`src/rtl/alu_issue_pkg.sv`:
```
// Shared definitions for the ALU issue stage: select codes, default widths, entry record.
package alu_issue_pkg;

    localparam int DW_DEF = 32;
    localparam int RW_DEF = 5;

    localparam logic [2:0] ALU_ADD  = 3'b000;
    localparam logic [2:0] ALU_SUB  = 3'b001;
    localparam logic [2:0] ALU_SLT  = 3'b010;
    localparam logic [2:0] ALU_MUL  = 3'b011;
    localparam logic [2:0] ALU_DIV  = 3'b100;
    localparam logic [2:0] ALU_AND  = 3'b101;
    localparam logic [2:0] ALU_OR   = 3'b110;
    localparam logic [2:0] ALU_SHL1 = 3'b111;

    typedef struct packed {
        logic [DW_DEF-1:0] op1;
        logic [DW_DEF-1:0] op2;
        logic [2:0]        sel;
        logic [RW_DEF-1:0] rs1;
        logic [RW_DEF-1:0] rs2;
        logic [RW_DEF-1:0] rd;
    } entry_t;

endpackage

```
`src/rtl/alu_issue_fwd.sv`:
```
// Per-entry operand bypass from the writeback bus (enabled by ALU_ISSUE_FORWARDING_EN).
module alu_issue_fwd
    import alu_issue_pkg::*;
(
    input  entry_t             entry_i,
    input  logic               wb_valid_i,
    input  logic [RW_DEF-1:0]  wb_rd_i,
    input  logic [DW_DEF-1:0]  wb_data_i,
    output entry_t             entry_o
);

`ifdef ALU_ISSUE_FORWARDING_EN
    logic hit1, hit2;

    // Register 0 is hard-wired, so a writeback to it never bypasses.
    assign hit1 = wb_valid_i && (wb_rd_i != '0) && (entry_i.rs1 == wb_rd_i);
    assign hit2 = wb_valid_i && (wb_rd_i != '0) && (entry_i.rs2 == wb_rd_i);

    always_comb begin
        entry_o = entry_i;
        if (hit1) entry_o.op1 = wb_data_i;
        if (hit2) entry_o.op2 = wb_data_i;
    end
`else
    logic unused_wb;

    assign unused_wb = ^{wb_valid_i, wb_rd_i, wb_data_i};
    assign entry_o   = entry_i;
`endif

endmodule

```
`src/rtl/alu_issue_stage.sv`:
```
// Two-entry (main + skid) issue buffer feeding the ALU; forwarding via ALU_ISSUE_FORWARDING_EN.
// DW/RW must match the package widths (DW_DEF/RW_DEF) used by entry_t.
module alu_issue_stage
    import alu_issue_pkg::*;
#(
    parameter int DW = DW_DEF,
    parameter int RW = RW_DEF
) (
    input  logic          clk,
    input  logic          rst,
    input  logic          in_valid,
    output logic          in_ready,
    input  logic [DW-1:0] in_op1,
    input  logic [DW-1:0] in_op2,
    input  logic [2:0]    in_sel,
    input  logic [RW-1:0] in_rs1,
    input  logic [RW-1:0] in_rs2,
    input  logic [RW-1:0] in_rd,
    input  logic          wb_valid,
    input  logic [RW-1:0] wb_rd,
    input  logic [DW-1:0] wb_data,
    input  logic          flush,
    output logic          out_valid,
    input  logic          out_ready,
    output logic [DW-1:0] out_op1,
    output logic [DW-1:0] out_op2,
    output logic [2:0]    out_sel,
    output logic [RW-1:0] out_rd,
    output logic          out_dz
);

    localparam logic [1:0] ST_EMPTY = 2'd0;
    localparam logic [1:0] ST_ONE   = 2'd1;
    localparam logic [1:0] ST_FULL  = 2'd2;

    logic [1:0] state_q, state_d;
    logic       in_ready_q, in_ready_d;
    entry_t     main_q, main_d;
    entry_t     skid_q, skid_d;
    entry_t     in_ent, in_fwd, main_fwd, skid_fwd;
    logic       accept, xfer;

    assign in_ent = '{op1: in_op1, op2: in_op2, sel: in_sel,
                      rs1: in_rs1, rs2: in_rs2, rd: in_rd};

    alu_issue_fwd u_fwd_in (
        .entry_i(in_ent), .wb_valid_i(wb_valid), .wb_rd_i(wb_rd),
        .wb_data_i(wb_data), .entry_o(in_fwd)
    );

    alu_issue_fwd u_fwd_main (
        .entry_i(main_q), .wb_valid_i(wb_valid), .wb_rd_i(wb_rd),
        .wb_data_i(wb_data), .entry_o(main_fwd)
    );

    alu_issue_fwd u_fwd_skid (
        .entry_i(skid_q), .wb_valid_i(wb_valid), .wb_rd_i(wb_rd),
        .wb_data_i(wb_data), .entry_o(skid_fwd)
    );

    assign out_valid = (state_q != ST_EMPTY);
    assign in_ready  = in_ready_q;
    assign accept    = in_valid && in_ready_q;
    assign xfer      = out_valid && out_ready;

    always_comb begin
        state_d = state_q;
        main_d  = main_fwd;
        skid_d  = skid_fwd;
        case (state_q)
            ST_EMPTY: if (accept) begin
                main_d  = in_fwd;
                state_d = ST_ONE;
            end
            ST_ONE: begin
                if (accept && xfer) begin
                    main_d = in_fwd;
                end else if (accept) begin
                    skid_d  = in_fwd;
                    state_d = ST_FULL;
                end else if (xfer) begin
                    state_d = ST_EMPTY;
                end
            end
            ST_FULL: if (xfer) begin
                main_d  = skid_fwd;
                state_d = ST_ONE;
            end
            default: state_d = ST_EMPTY;
        endcase
        // Flush wins over any accept or output transfer in the same cycle.
        if (flush) state_d = ST_EMPTY;
        in_ready_d = (state_d != ST_FULL);
    end

    always_ff @(posedge clk or posedge rst) begin
        if (rst) begin
            state_q    <= ST_EMPTY;
            in_ready_q <= 1'b1;
            main_q     <= '0;
            skid_q     <= '0;
        end else begin
            state_q    <= state_d;
            in_ready_q <= in_ready_d;
            main_q     <= main_d;
            skid_q     <= skid_d;
        end
    end

    assign out_op1 = main_q.op1;
    assign out_op2 = main_q.op2;
    assign out_sel = main_q.sel;
    assign out_rd  = main_q.rd;
    assign out_dz  = out_valid && (main_q.sel == ALU_DIV) && (main_q.op2 == '0);

endmodule

```
`config.mk`:
```
export PLATFORM = sky130hd
export DESIGN_NAME = alu_issue_stage
export DESIGN_NICKNAME = d
export VERILOG_FILES = /design/src/rtl/alu_issue_pkg.sv /design/src/rtl/alu_issue_fwd.sv /design/src/rtl/alu_issue_stage.sv
export SDC_FILE = /design/constraint.sdc
export NUM_CORES = 1
export LEC_CHECK = 0
export CAP_MARGIN = 20
export CORE_MARGIN = 1
export CORE_UTILIZATION = 46
export DETAILED_ROUTE_END_ITERATION = 8
export GPL_TIMING_DRIVEN = 0
export PLACE_DENSITY = 0.76
export SLEW_MARGIN = 20
export SYNTH_ARGS = -nofsm -noshare
export SYNTH_HDL_FRONTEND = slang
export SYNTH_SLANG_ARGS = --single-unit
```
`constraint.sdc`:
```
create_clock -name clk -period 6.8 [get_ports clk]
set_input_delay 1.36 -clock clk [delete_from_list [all_inputs] [get_ports clk]]
set_output_delay 1.36 -clock clk [all_outputs]
set_load 0.1 [all_outputs]
```
==> results.toml, run 1 <==
[placement]
place_inst = 824
hpwl_mm = 10.2
io_buffer_count = 151
place_congestion = 0.833

[clock_network]
worstSkewPairLatency_ns = 0.41
cts.reportedPaths.clkPinSlew_ns = 0.06
htree_levels = 4
postCtsResizedCells = 0
postCtsSetupRepairBufs = 0
cts_buffers = 17
cts_tree = "done"
clockBufferDepth = 2
cts_num_sinks = 147
cts-root-buf = "clkbuf_16"
ctsHoldBuffers = 0

[die]
core_area_mm2 = 0.0132
dieArea_mm2 = 0.0140
ioPinCount = 200
rows = 42
dieHeight_um = 118
initial_core_util_pct = 47.1
die_w_um = 118

[global_routing]
grt_max_degree = 103
antenna_found_initial = 0
gr-total-overflow = 0
grt_pass1_wl_mm = 24.1
grt_pass1_vias = 4690
track_usage_pct = 22.4

[detailed_routing]
vias = 4472
drt_wl_total_mm = 14.7
initialDrtViolationCount = 192
drt_pre_antenna_iters = 6
avgViaCountPerCell = 5.24
drt-wirelength-per-cell_um = 17.2
drc = 0
ant_nets = 0

[min_path]
holdPathEnd = "skid_q[30]$_DFFE_PP0P_"
min_path_type = "register to register"
min_from = "skid_q[30]$_DFFE_PP0P_"
min_path_cells = 1

[synth]
syn_area_mm2 = 0.00624
yosys_warnings = 0
synth_seq_cells = 147
postSynthCellCount = 496
synthTopCellsByArea = "dfrtp_1 59%, mux2_2 13%, mux2i_1 12%"
synth_top_cell_by_area = "dfrtp_1"
syn_area_per_cell_um2 = 12.6
synth_cell_type_count = 26
yosysSeqAreaShare_pct = 59.0
synth_top_area_share_pct = 58.6
syn-num-nets = 621

[timing]
setup_violations = 0
fin_crit_ns = 4.24
hold_viol = 0
maxSlewHeadroom_pct = 32.9
clock_skew_ns = 0.00419
timing.hold.ws_ns = 0.503
tightest_slew_ns = 1.00
fin_crit_sh_pct = 62.4
rsz0062_at_grt = "false"
maxSlewViolCount = 0
max_freq_mhz = 236

[power]
power_switching_uw = 1180
p_leak_uw = 0.00397
max-vdd-ir-drop_uv = 219
powerDensity_mw_per_mm2 = 361
p_seq_share_pct = 39.0
power.share.switching_pct = 38.4
comb_power_share_pct = 34.1
p_clk_share_pct = 26.8
p_int_uw = 1900

[final_layout]
nNetsFinal = 792
instances_no_fill = 854
diodes = 0
syn2layout_area_growth_pct = 36.7
drive_gt1_share_pct = 19.0

[critical_path]
r2r_slack_ns = 4.80
critical_path_arrival_ns = 2.88
crit_chain = "nor4_1, nand4_1, nor3_1, clkdlybuf4s50_1"
critPathTopFamily = "buffers and inverters"
worstPathMaxFanout = 3
critPathSlowestCell = "clkdlybuf4s50_1"
endpoint_kind = "primary output"
r2r-start = "in_ready$_DFF_PP1_"
rr_worst_depth = 5
crit_required_ns = 5.44
max_stage_delay_ns = 1.16
crit_buf_inv = 1
critPathLaunchType = "register"
r2r_end = "out_op1[23]$_DFFE_PP0P_"
critPathKind = "register to primary output"

[outcome]
status = "complete, no violations"

[job]
maxCapViolCount = 0
==> synth_stat cells <==
master	n
nor3_1	2
nand3b_1	1
buf_6	7
nand2b_1	1
nor2_1	73
nor2b_2	1
o31ai_4	1
nand2_1	3
nor3b_1	1
buf_4	1
dfstp_2	1
o22a_1	1
o21a_1	1
buf_2	16
nand4b_1	1
nand4_1	2
mux2i_1	73
nor4b_1	1
mux2_2	72
a211o_1	1
nor4_1	7
dfrtp_1	146
a21oi_1	72
inv_1	2
clkbuf_1	8
or2_2	1
==> through the flow <==
step | setup TNS, ns | setup slack, ns | area [um2] | power (uW) | utilization, %
finish | 0 | 2.56 | 8530 | 3080 | 64.4
global route | 0 | 2.50 | 8530 | 3210 | 64.4
CTS | 0 | 2.54 | 8530 | 3110 | 64.4
detailed placement | 0 | 3.01 | 8000 | 2270 | 60.4
global placement | -49.74 | -0.350 | 7970 | 2230 | 60.2
floorplan | 0 | 1.49 | 6240 | 1970 | -
==> flip-flops by register name, summed over array words and instances, names as in the netlist <==
| register | flops |
|---|---|
| skid_q | 72 |
| out_op1 | 32 |
| out_op2 | 32 |
| out_rd | 5 |
| out_sel | 3 |
| state_q | 2 |
| in_ready | 1 |
==> cell usage in the layout (no fill, tap or decap), types with 2 or more instances in the layout <==
cell	count
nand4_1	2
buf_6	7
nor2_1	73
mux2i_1	73
clkbuf_16	17
clkbuf_1	11
buf_2	16
a21oi_1	72
nor4_1	7
dfrtp_1	146
clkbuf_8	4
nor3_1	2
nand2_1	3
clkinv_2	6
clkdlybuf4s50_1	151
mux2_2	72
==> per-layer routing <==
metal	wire length, um	vias to the layer above	track usage (%)	part of all wire, %
li1	-	2086	-	-
met1	6470	2240	28.5	44
met2	7130	121	36.8	48
met3	821	25	6.08	5.6
met4	274	0	8.23	1.9
met5	0	-	0	0
==> cell families (layout without fill, tap and decap cells) <==
kind of cell	count (synthesis)	after routing	share of synthesized area, %
buf+inv	34	216	3.27
compound gates	76	76	6.52
simple gates	94	94	6.50
mux	145	145	24.7
flops	147	147	59.0
==> layout make-up <==
class / count / area (um2)
tap: 176 / 220
timing repair buffer: 152 / 1540
multi-input combinational: 315 / 2350
clock inverter: 6 / 30.0
clock buffer: 24 / 492
fill: 1066 / 4720
buffer: 32 / 196
sequential: 147 / 3680
inverter: 2 / 15.0
==> worst max path at each step <==
stage / from / end / slack (ns) / depth (start not counted)
global placement: rst / skid_q[41]$_DFFE_PP0P_ / -0.35 / 2
CTS: out_op2[1]$_DFFE_PP0P_ / out_dz / 2.54 / 4
floorplan: rst / out_op1[0]$_DFFE_PP0P_ / 1.49 / 1
global route: out_op2[1]$_DFFE_PP0P_ / out_dz / 2.50 / 4
finish: out_op2[1]$_DFFE_PP0P_ / out_dz / 2.56 / 4
detailed placement: out_op2[1]$_DFFE_PP0P_ / out_dz / 3.01 / 4
==> power groups by stage <==
stage          sequential (uW)  combinational (uW)  clock [uW]
4_1_cts                   1200                1060         848
3_3_place_gp              1200                1030           0
2_1_floorplan             1710                 261           0
6_report                  1200                1050         827
5_1_grt                   1230                1100         886
3_5_place_dp              1210                1060           0
(Power assumes the default switching activity.)
==> inputs of run 2 (changes only) <==
==> constraint.sdc (replaced) <==
create_clock -name clk -period 4 [get_ports clk]
set_input_delay 0.8 -clock clk [delete_from_list [all_inputs] [get_ports clk]]
set_output_delay 0.8 -clock clk [all_outputs]
set_load 0.1 [all_outputs]
==> run 2 against run 1 <==
Compared with the run above:
- worst hold slack is essentially flat
- cell count grew 0.47%
- routed wire length grew 0.88%
- clock skew grew 0.00067 ns
- critical path depth is the same
- flip-flop and latch count is the same
- via count grew 0.25%
- combinational power grew 71%
- register-to-register slack lost 2.9 ns
- core utilization grew 0.73 points
- sequential share of layout area shrank 0.48 points
- die area is the same
- critical path type unchanged
- highest routed layer unchanged
==> results.toml, run 2 (same netlist as run 1, synthesis figures left out) <==
[final_layout]
final_common_cell = "clkdlybuf4s50_1"
diodes = 0
drive_gt1_share_pct = 19.5
largest_reg_flops = 72
largest_register = "skid_q"
final_cell_mix = "151 x clkdlybuf4s50_1, 146 x dfrtp_1, 73 x mux2i_1, 73 x nor2_1"
nNetsFinal = 796
syn2layout_area_growth_pct = 38.2

[timing]
setup-tns-final_ns = 0
maxSlewHeadroom_pct = 31.3
hold_viol = 0
maxSlewViolCount = 0
fin_crit_ns = 3.63
rsz0062_at_grt = "false"
setup_violations = 0
clock_skew_ns = 0.00486
tightest_slew_ns = 1.03
setup_ws_ns = 0.365
max_freq_mhz = 275
fin_crit_sh_pct = 90.9

[global_routing]
antenna_found_initial = 0
grtUsageMet3_pct = 6.27
gr-total-overflow = 0
grt_pass1_wl_mm = 24.4
groute.layer.met1.usage_pct = 28.1
grt_pass1_vias = 4840
grt_max_degree = 34
grt-busiest-layer = "met2"
track_usage_pct = 22.6
met2_usage_pct = 37.4

[die]
ioPinCount = 200
dieHeight_um = 118
dieArea_mm2 = 0.0140
core_area_mm2 = 0.0132
rows = 42
die_w_um = 118
initial_core_util_pct = 47.1

[critical_path]
r2r_end = "out_op1[1]$_DFFE_PP0P_"
worstPathMaxFanout = 3
critPathTopFamily = "buffers and inverters"
critical_path_arrival_ns = 2.83
endpoint_kind = "primary output"
r2r_slack_ns = 1.93
max_stage_delay_ns = 1.14
rr_worst_depth = 5
crit_chain = "nor4_1, nand4_1, nor3_2, clkdlybuf4s50_1"
critPathKind = "register to primary output"
crit_required_ns = 3.20
r2r-start = "in_ready$_DFF_PP1_"
critPathLaunchType = "register"
critPathSlowestCell = "clkdlybuf4s50_1"
crit_buf_inv = 1

[detailed_routing]
ant_nets = 0
drt_wl_total_mm = 14.8
drt-wirelength-per-cell_um = 17.3
vias = 4483
initialDrtViolationCount = 205
drt_pre_antenna_iters = 4
avgViaCountPerCell = 5.22
drc = 0

[clock_network]
cts_buffers = 17
cts_tree = "done"
cts_num_sinks = 147
ctsHoldBuffers = 0
cts-root-buf = "clkbuf_16"
postCtsResizedCells = 0
postCtsSetupRepairBufs = 0
clockBufferDepth = 2
worstSkewPairLatency_ns = 0.42
cts.reportedPaths.clkPinSlew_ns = 0.06
htree_levels = 4

[power]
p_seq_share_pct = 38.6
p_int_uw = 3280
p_leak_uw = 0.00401
power_switching_uw = 2010
p_clk_share_pct = 27.5
power.share.switching_pct = 38.0
comb_power_share_pct = 33.9
powerDensity_mw_per_mm2 = 614
max-vdd-ir-drop_uv = 378

[min_path]
min_path_cells = 1
min_from = "skid_q[77]$_DFFE_PP0P_"
holdPathEnd = "skid_q[77]$_DFFE_PP0P_"
min_path_type = "register to register"

[placement]
dp_slack_ns = 0.814
io_buffer_count = 151
place_congestion = 0.794
hpwl_mm = 10.5

[outcome]
status = "complete, no violations"

[job]
maxCapViolCount = 0
[run 2: worst max-delay path by stage]
stage,startpoint,to,cells after the start
2_1_floorplan,out_sel[2]$_DFFE_PP0P_,out_dz,3
3_3_place_gp,rst,skid_q[27]$_DFFE_PP0P_,2
3_5_place_dp,out_op2[0]$_DFFE_PP0P_,out_dz,4
4_1_cts,out_op2[0]$_DFFE_PP0P_,out_dz,4
5_1_grt,out_op2[0]$_DFFE_PP0P_,out_dz,4
6_report,out_op2[0]$_DFFE_PP0P_,out_dz,4
[run 2: power groups by stage]
| stage | Combinational (uW) | Clock, uW | Sequential, uW |
|---|---|---|---|
| 6_report | 1800 | 1460 | 2040 |
| 5_1_grt | 1880 | 1550 | 2080 |
| 4_1_cts | 1810 | 1490 | 2040 |
| 3_5_place_dp | 1800 | 0 | 2060 |
| 3_3_place_gp | 1760 | 0 | 2040 |
| 2_1_floorplan | 444 | 0 | 2910 |
[run 2: through the flow]
step                      instance area, um2  power (uW)  std cells  hold WS [ns]  util, %
after detailed placement                8090        3860        828         0.494     61.1
after global placement                  7980        3800        823         0.488     60.2
after floorplan                         6250        3350        496         0.480        -
final                                   8620        5290        858         0.504     65.1
after global routing                    8620        5510        858         0.521     65.1
after CTS                               8620        5340        858         0.507     65.1
[run 2: area by class of cell]
class	instances	area, um2
Buffer	32	196
Sequential cell	147	3680
Inverter	2	11.3
Timing Repair Buffer	156	1620
Multi-Input combinational cell	315	2360
Tap cell	176	220
Clock inverter	6	55.1
Fill cell	1046	4620
Clock buffer	24	482
[run 2: metal layers]
metal	routed length, um	vias up
li1	-	2094
met1	6440	2245
met2	7320	125
met3	828	19
met4	240	0
met5	0	-
[run 2: worst reg2reg max path: cells and delay by family, from the launching register on]
family / cells / cell delay, ns
compound gates: 2 / 0.60
buf+inv: 2 / 0.64
simple gates: 1 / 0.15
flops: 1 / 0.54
==> inputs of run 3 (changes only) <==
--- a/config.mk
+++ b/config.mk
@@ -10,7 +10,9 @@
 export CORE_UTILIZATION = 46
 export DETAILED_ROUTE_END_ITERATION = 8
 export GPL_TIMING_DRIVEN = 0
+export MAX_ROUTING_LAYER = met4
 export PLACE_DENSITY = 0.76
+export SKIP_CTS_REPAIR_TIMING = 1
 export SLEW_MARGIN = 20
 export SYNTH_ARGS = -nofsm -noshare
 export SYNTH_HDL_FRONTEND = slang
==> constraint.sdc (replaced) <==
create_clock -name clk -period 3.7 [get_ports clk]
set_input_delay 0.74 -clock clk [delete_from_list [all_inputs] [get_ports clk]]
set_output_delay 0.74 -clock clk [all_outputs]
set_load 0.1 [all_outputs]
==> run 3 against run 2 <==
Compared with the run above:
- first-iteration DRC count up 24%
- non-clock buffer count unchanged
- power up 8.2%
- clock skew up 0.0054 ns
- global-route usage up 0.74 points
- core utilization unchanged
- setup slack worse by 0.24 ns
- clock power up 8%
- via count up 0.29%
- combinational power up 8%
- critical path depth unchanged
- cell count unchanged
- critical path type unchanged
- largest cell class unchanged
- highest routed layer unchanged
==> results.toml, run 3 (same netlist as run 1, synthesis figures left out) <==
[outcome]
status = "complete, no violations"

[timing]
setup_violations = 0
max_freq_mhz = 279
fin_crit_ns = 3.58
setup-tns-final_ns = 0
rsz0062_at_grt = "false"
maxSlewHeadroom_pct = 32.6
clock_skew_ns = 0.0103
fin_crit_sh_pct = 96.7
timing.hold.ws_ns = 0.504
setup_ws_ns = 0.121
maxSlewViolCount = 0
tightest_slew_ns = 1.01
hold_viol = 0

[die]
dieArea_mm2 = 0.0140
core_area_mm2 = 0.0132
dieHeight_um = 118
rows = 42
initial_core_util_pct = 47.1
die_w_um = 118
ioPinCount = 200

[critical_path]
critPathLaunchType = "register"
crit_required_ns = 2.96
critPathKind = "register to primary output"
endpoint_kind = "primary output"
critical_path_arrival_ns = 2.84
crit_chain = "nor4_1, nand4_1, nor3_2, clkdlybuf4s50_1"
critPathSlowestCell = "clkdlybuf4s50_1"
max_stage_delay_ns = 1.14
worstPathMaxFanout = 3

[detailed_routing]
drt_wl_total_mm = 14.9
drc = 0
initialDrtViolationCount = 255
avgViaCountPerCell = 5.24
drt-wirelength-per-cell_um = 17.3
vias = 4496
drt_pre_antenna_iters = 4
ant_nets = 0

[final_layout]
final_common_cell = "clkdlybuf4s50_1"
final_cell_mix = "151 x clkdlybuf4s50_1, 146 x dfrtp_1, 73 x mux2i_1, 73 x nor2_1"
num-fill-cells = 1046
drive_gt1_share_pct = 19.5
instances_no_fill = 858
nNetsFinal = 796
largest_reg_flops = 72
syn2layout_area_growth_pct = 38.2
largest_register = "skid_q"
diodes = 0
final_core_utilization_pct = 65.1

[placement]
io_buffer_count = 151
dp_slack_ns = 0.574
place_inst = 828
hpwl_mm = 10.5
place_congestion = 0.806

[clock_network]
cts_buffers = 17
cts-root-buf = "clkbuf_16"
clockBufferDepth = 2
cts_num_sinks = 147
htree_levels = 4
worstSkewPairLatency_ns = 0.42
cts.reportedPaths.clkPinSlew_ns = 0.06
cts_tree = "done"

[global_routing]
grt_pass1_vias = 4834
grt_pass1_wl_mm = 24.4
grt_max_degree = 34
antenna_found_initial = 0
track_usage_pct = 23.3
gr-total-overflow = 0

[power]
powerDensity_mw_per_mm2 = 664
p_leak_uw = 0.00401
max-vdd-ir-drop_uv = 411

[job]
maxCapViolCount = 0

[min_path]
min_path_type = "register to register"
[run 3: cell counts in the layout (fill, tap and decap cells not counted)]
No cell type changed its count.
[run 3: routing by layer]
metal | wire length (um) | part of all wire (%) | up-vias | GRT usage [%]
li1 | - | - | 2092 | -
met1 | 6560 | 44 | 2260 | 28.6
met2 | 7330 | 49 | 128 | 37.3
met3 | 774 | 5.2 | 16 | 6.37
met4 | 204 | 1.4 | 0 | 8.31
met5 | 0 | 0 | - | -
[run 3: critical path, delay by kind of cell, from the launching register on]
kind	cells	cell delay, ns
buffers and inverters	1	1.14
DFF	1	0.39
and+or+nand+nor	3	0.88
[run 3: final timing paths]
| kind | from | to | slack [ns] | depth (start not counted) |
|---|---|---|---|---|
| max reg2reg | in_ready$_DFF_PP1_ | out_op1[1]$_DFFE_PP0P_ | 1.63 | 5 |
| max in group asynchronous | rst | in_ready$_DFF_PP1_ | 1.90 | 6 |
| min reg2reg | skid_q[77]$_DFFE_PP0P_ | skid_q[77]$_DFFE_PP0P_ | 0.50 | 1 |
| min | skid_q[77]$_DFFE_PP0P_ | skid_q[77]$_DFFE_PP0P_ | 0.50 | 1 |
| min in group asynchronous | rst | skid_q[66]$_DFFE_PP0P_ | 0.62 | 2 |
| max | out_op2[0]$_DFFE_PP0P_ | out_dz | 0.12 | 4 |
[run 3: metrics by stage]
step	power (uW)	instance area, um2
final	5730	8620
after detailed placement	4180	8090
after floorplan	3620	6250
after CTS	5770	8620
after global routing	5950	8620
after global placement	4100	7980
[run 3: cell type report]
type                    count  area, um2  share of cell area (%)
plain buffers              32        196                    2.28
inverters                   2       11.3                   0.131
multi-input cells         315       2360                    27.4
flip-flops and latches    147       3680                    42.7
clock buffers              24        482                    5.59
repair buffers            156       1620                    18.8
clock inverters             6       55.1                   0.639
well taps                 176        220                    2.55
[run 3: report_power, final]
group	leakage [uW]	switching, uW	total (uW)	internal (uW)
Sequential	0.00170	223	2210	1980
Combinational	0.00203	1340	1940	600
Clock	0.000269	616	1580	963
